File: config.mk
export PLATFORM = sky130hd
export DESIGN_NAME = sysid_reader
export DESIGN_NICKNAME = d
export VERILOG_FILES = /design/src/rtl/sysid_reader.sv
export SDC_FILE = /design/constraint.sdc
export NUM_CORES = 1
export LEC_CHECK = 0
export CAP_MARGIN = 40
export CORE_MARGIN = 4
export CORE_UTILIZATION = 42
export DETAILED_ROUTE_END_ITERATION = 10
export PLACE_DENSITY = 0.76
export SLEW_MARGIN = 25
export SYNTH_ARGS = -nofsm -noshare
export SYNTH_HDL_FRONTEND = slang
export SYNTH_SLANG_ARGS = --single-unit
File: constraint.sdc
create_clock -name clk -period 2.8 [get_ports clk]
set_clock_uncertainty 0.05 [all_clocks]
set_input_delay 0.84 -clock clk [delete_from_list [all_inputs] [get_ports clk]]
set_output_delay 0.84 -clock clk [all_outputs]
set_load 0.03 [all_outputs]
File: src/rtl/sysid_reader.sv
// ============================================================================
// Module   : sysid_reader
// Brief    : Avalon-MM master that reads the two-word system-ID slave
//            (ID, timestamp), compares both words against expected values and
//            reports match / mismatch / timeout status.
//            Optional build macro SYSID_READER_PERIODIC_EN adds a periodic
//            re-check driven by an idle-time counter.
// Revision : 1.0 - initial release
// ============================================================================
`default_nettype none

module sysid_reader #(
    parameter logic [31:0] EXPECTED_ID    = 32'd933161164,
    parameter logic [31:0] EXPECTED_TS    = 32'd1310235670,
    parameter int unsigned TIMEOUT_CYCLES = 255,
    parameter bit          AUTO_START     = 1'b1
`ifdef SYSID_READER_PERIODIC_EN
    ,
    parameter int unsigned RECHECK_PERIOD = 50_000_000
`endif
) (
    input  logic        clk,
    input  logic        reset,
    input  logic        start,
    output logic        avm_address,
    output logic        avm_read,
    input  logic        avm_waitrequest,
    input  logic [31:0] avm_readdata,
    input  logic        avm_readdatavalid,
    output logic        busy,
    output logic        done,
    output logic        id_ok,
    output logic        ts_ok,
    output logic        timeout,
    output logic [31:0] id_value,
    output logic [31:0] ts_value
);

    localparam logic [7:0] c_timeout_limit = 8'(TIMEOUT_CYCLES);

    typedef enum logic [2:0] {
        IDLE    = 3'd0,
        REQ_ID  = 3'd1,
        WAIT_ID = 3'd2,
        REQ_TS  = 3'd3,
        WAIT_TS = 3'd4,
        FINISH  = 3'd5
    } state_t;

    state_t      r_state;
    state_t      w_state_next;
    logic        r_auto;
    logic        r_done;
    logic        r_id_ok;
    logic        r_ts_ok;
    logic        r_timeout;
    logic [7:0]  r_tcnt;
    logic [31:0] r_id_value;
    logic [31:0] r_ts_value;

    logic        w_idle;
    logic        w_periodic;
    logic        w_go;
    logic        w_active;
    logic        w_req;
    logic        w_accept;
    logic        w_cap_id;
    logic        w_cap_ts;
    logic [7:0]  w_tcnt_inc;
    logic        w_abort;

    // The done cycle still counts as busy, so a start there is ignored too.
    assign w_idle     = (r_state == IDLE) && !r_done;
    assign w_go       = w_idle && (start || r_auto || w_periodic);
    assign w_req      = (r_state == REQ_ID) || (r_state == REQ_TS);
    assign w_active   = w_req || (r_state == WAIT_ID) || (r_state == WAIT_TS);
    assign w_accept   = w_req && !avm_waitrequest;
    assign w_tcnt_inc = r_tcnt + 8'd1;

    // Data accepted together with the command (zero-latency slave) counts.
    assign w_cap_id = avm_readdatavalid &&
                      (((r_state == REQ_ID) && w_accept) || (r_state == WAIT_ID));
    assign w_cap_ts = avm_readdatavalid &&
                      (((r_state == REQ_TS) && w_accept) || (r_state == WAIT_TS));

    // Data arriving on the last allowed cycle still wins over the abort.
    assign w_abort  = w_active && (w_tcnt_inc == c_timeout_limit) && !w_cap_id && !w_cap_ts;

`ifdef SYSID_READER_PERIODIC_EN
    localparam logic [31:0] c_period_last = 32'(RECHECK_PERIOD - 1);

    logic [31:0] r_period_cnt;

    assign w_periodic = w_idle && (r_period_cnt == c_period_last);

    always_ff @(posedge clk or posedge reset) begin
        if (reset) begin
            r_period_cnt <= 32'd0;
        end else if (!w_idle || start || w_periodic) begin
            r_period_cnt <= 32'd0;
        end else begin
            r_period_cnt <= r_period_cnt + 32'd1;
        end
    end
`else
    assign w_periodic = 1'b0;
`endif

    always_ff @(posedge clk or posedge reset) begin
        if (reset) begin
            r_state <= IDLE;
        end else begin
            r_state <= w_state_next;
        end
    end

    always_comb begin
        w_state_next = r_state;
        avm_read     = 1'b0;
        avm_address  = 1'b0;
        case (r_state)
            IDLE: begin
                if (w_go) w_state_next = REQ_ID;
            end
            REQ_ID: begin
                avm_read = 1'b1;
                if (w_cap_id)      w_state_next = REQ_TS;
                else if (w_abort)  w_state_next = IDLE;
                else if (w_accept) w_state_next = WAIT_ID;
            end
            WAIT_ID: begin
                if (w_cap_id)     w_state_next = REQ_TS;
                else if (w_abort) w_state_next = IDLE;
            end
            REQ_TS: begin
                avm_read    = 1'b1;
                avm_address = 1'b1;
                if (w_cap_ts)      w_state_next = FINISH;
                else if (w_abort)  w_state_next = IDLE;
                else if (w_accept) w_state_next = WAIT_TS;
            end
            WAIT_TS: begin
                if (w_cap_ts)     w_state_next = FINISH;
                else if (w_abort) w_state_next = IDLE;
            end
            FINISH: begin
                w_state_next = IDLE;
            end
            default: begin
                w_state_next = IDLE;
            end
        endcase
    end

    always_ff @(posedge clk or posedge reset) begin
        if (reset) begin
            r_auto     <= AUTO_START;
            r_done     <= 1'b0;
            r_id_ok    <= 1'b0;
            r_ts_ok    <= 1'b0;
            r_timeout  <= 1'b0;
            r_tcnt     <= 8'd0;
            r_id_value <= 32'd0;
            r_ts_value <= 32'd0;
        end else begin
            r_done <= 1'b0;

            if (w_go) begin
                r_auto    <= 1'b0;
                r_id_ok   <= 1'b0;
                r_ts_ok   <= 1'b0;
                r_timeout <= 1'b0;
                r_tcnt    <= 8'd0;
            end else if (w_cap_id || w_cap_ts) begin
                r_tcnt <= 8'd0;
            end else if (w_active) begin
                r_tcnt <= w_tcnt_inc;
            end

            if (w_cap_id) r_id_value <= avm_readdata;
            if (w_cap_ts) r_ts_value <= avm_readdata;

            if (w_abort) begin
                r_timeout <= 1'b1;
                r_id_ok   <= 1'b0;
                r_ts_ok   <= 1'b0;
                r_done    <= 1'b1;
            end

            if (r_state == FINISH) begin
                r_id_ok <= (r_id_value == EXPECTED_ID);
                r_ts_ok <= (r_ts_value == EXPECTED_TS);
                r_done  <= 1'b1;
            end
        end
    end

    assign busy     = (r_state != IDLE) || r_done;
    assign done     = r_done;
    assign id_ok    = r_id_ok;
    assign ts_ok    = r_ts_ok;
    assign timeout  = r_timeout;
    assign id_value = r_id_value;
    assign ts_value = r_ts_value;

endmodule

`default_nettype wire
==> reports/results.ini <==
[clock_tree]
post_cts_buffers = 0
clock_path_buffers = 2
cts-htree-levels = 3
clkSinkCount = 80
cts_made_buffers = 9
clk_pin_slew_worst_paths_ps = 80
holdBufCountCts = 0
clock_latency_ps = 340
cts_root_buffer = clkbuf_8
cts_tree = done

[grt]
grt_antenna_before_repair = 0
grt_usage_pct = 18.1
grt_max_degree = 81
grt_pass1_wl_mm = 14.2
overflow = 0
grt_pass1_vias = 2795

[power]
worst_ir_drop_vdd_mv = 0.625
power.internal_mw = 3.70
p_leak_nw = 2.09
finalPower_mw = 6.39
pwr-share-seq_pct = 33.6
p_sw_share_pct = 42.1
pwr-share-comb_pct = 53.3
p_per_area_nw_per_um2 = 1280
power.switching_mw = 2.69
power.share.clock_pct = 13.1

[floorplanning]
die_h_um = 100
rows = 33
start_util_pct = 43.3
ioPinCount = 108
fp.dieArea_um2 = 10100
core_area_um2 = 8260
chipWidth_um = 100

[synth]
synth_enable_flop_cells = 0
synthArstFlopShare_pct = 100
synthCells = 258
ys_warn_count = 0
synth_nets = 297
ys_types = 47
yosysTopAreaCell = dfrtp_1
ys.flop_type = dfrtp_1
yosys.area.top_type_share_pct = 55.3
synth.area.top_cells = dfrtp_1 (55%), mux2_2 (15%), mux2_1 (5.4%)
synth_area_um2 = 3570
synth-seq-cells = 80
syn_area_per_cell_um2 = 13.9
ys_seq_area_share_pct = 56.0

[sta]
slew_headroom_pct = 70.7
fmax_ghz = 0.372
holdWs_ps = 440
finalSetupTns_ps = 0
final_hold_viol_count = 0
tightest_slew_ps = 435
drv_slew = 0
fin_crit_sh_pct = 95.9
setup-violations-final = 0
period_minus_slack_ps = 2690
grt_setup_unrepaired = false

[hold_path]
hold_class = reg2reg

[route]
drtIter0Drc = 127
vias_per_cell = 5.29
first_pass_iters = 4
finalWirelength_mm = 8.58
wl_per_cell_um = 17.8
antenna_left = 0
num_vias = 2557
drc = 0

[layout]
area_growth_pct = 39.2
nNetsFinal = 413
design_area_um2 = 4980
drive_gt1_share_pct = 23.0
antennaDiodeCount = 0

[worst_setup_path]
worstPathMaxFanout = 9
worst_setup_path_start_kind = register
endpoint_kind = output port
crit_required_ps = 1910
crit_arrival_ps = 1800
path_class = reg2out

[place]
gp_congestion = 0.799
postPlaceCellArea_um2 = 4780
place_hpwl_mm = 6.28
io_buffers = 107

[status]
status = finished, final reports clean

[run]
maxCapViolCount = 0

==> sequential cells by signal, summed over array words and instances, names as in the netlist <==
signal,cells
id_value,32
ts_ok,1
timeout,1
r_auto,1
done,1
r_tcnt,8
id_ok,1
r_state,3
ts_value,32
==> metal layers <==
layer | track usage, % | part of all wire, %
met3 | 6.67 | 8.4
met2 | 28.9 | 48
met5 | 0 | 0
met4 | 5.91 | 1.4
met1 | 22.8 | 42
==> cell usage in the layout (no fill, tap or decap), types with 2 or more instances in the layout <==
cell type,n
and2b_2,2
and2_1,2
a21oi_1,4
clkbuf_8,10
nor2_1,16
nand3_1,7
nand4_1,6
nand4b_1,6
o21ai_0,2
o21ai_4,2
clkdlybuf4s50_1,106
nor4b_1,2
and3_1,2
clkinvlp_4,4
buf_4,5
nor4_1,3
nor4bb_1,4
xor2_1,7
dfrtp_1,79
o21ai_1,2
nand2_1,7
buf_12,3
inv_1,3
mux2_2,47
xnor2_1,2
ha_1,2
mux2_1,17
==> cell usage after synthesis, types with 2 or more instances <==
cell and n:
o21ai_0 2, nand4b_1 6, nor4bb_1 4, nand3_1 7, inv_1 4, nor4b_1 2, o21ai_4 2, nand4_1 6
nand2_1 7, and2b_2 2, nor2_1 16, nor4_1 4, buf_6 8, xor2_1 7, and2_1 2, xnor2_1 2
o21ai_1 2, mux2_1 17, ha_1 2, and3_1 2, a21oi_1 4, dfrtp_1 79, mux2_2 47
==> final cells by class <==
type / instances / area (um^2)
Multi-Input combinational cell: 164 / 1460
Clock buffer: 10 / 138
Clock inverter: 5 / 57.6
Inverter: 4 / 18.8
Timing Repair Buffer: 115 / 1170
Sequential cell: 80 / 2000
Tap cell: 105 / 131
Fill cell: 680 / 3280
==> stage by stage <==
step / setup WS (ps) / utilization, % / cells
after global placement: 172 / 57.8 / 468
after floorplan: 793 / - / 258
final: 114 / 60.3 / 483
after detailed placement: 141 / 57.8 / 468
after global routing: 49.5 / 60.3 / 483
after CTS: 82.9 / 60.3 / 483
==> worst max-delay path, cell delays in order (launching register included) <==
cell and delay (ps):
dfrtp_1 400, buf_4 180, and2b_2 220, clkdlybuf4s50_1 660
==> cells by family after synthesis <==
group / synth area share, %
flops: 56.0
simple gates: 13.6
mux: 20.2
compound gates: 3.22
buf+inv: 3.29
xor+xnor: 2.98
fa+ha+maj: 0.700
==> repair_timing <==
action | 4_1_cts | 5_1_grt
gates resized for setup | 2 | 0
setup endpoints to repair | 2 | 0
hold endpoints to repair | 0 | 0
==> final timing paths <==
kind | from | endpoint | slack (ps) | cells past startpoint
worst min-delay path | timeout$_DFFE_PP0P_ | timeout$_DFFE_PP0P_ | 440 | 1
worst max-delay path | r_state[2]$_DFFE_PP0P_ | avm_read | 110 | 3
min in group asynchronous | reset | r_tcnt[3]$_DFFE_PP0P_ | 910 | 3
worst max register to register | r_tcnt[0]$_DFFE_PP0P_ | ts_ok$_DFFE_PP0P_ | 850 | 6
max in group asynchronous | reset | r_auto$_DFFE_PP1P_ | 1440 | 3
worst min register to register | timeout$_DFFE_PP0P_ | timeout$_DFFE_PP0P_ | 440 | 1
==> power groups by stage <==
| stage | Clock (mW) | Sequential (mW) | Combinational [mW] |
|---|---|---|---|
| floorplan | 0 | 2.97 | 1.21 |
| global placement | 0 | 2.13 | 3.39 |
| detailed placement | 0 | 2.16 | 3.43 |
| CTS | 0.860 | 2.15 | 3.45 |
| global route | 0.914 | 2.22 | 3.60 |
| finish | 0.837 | 2.14 | 3.41 |
Note: power is estimated with default switching activity, not from simulation.
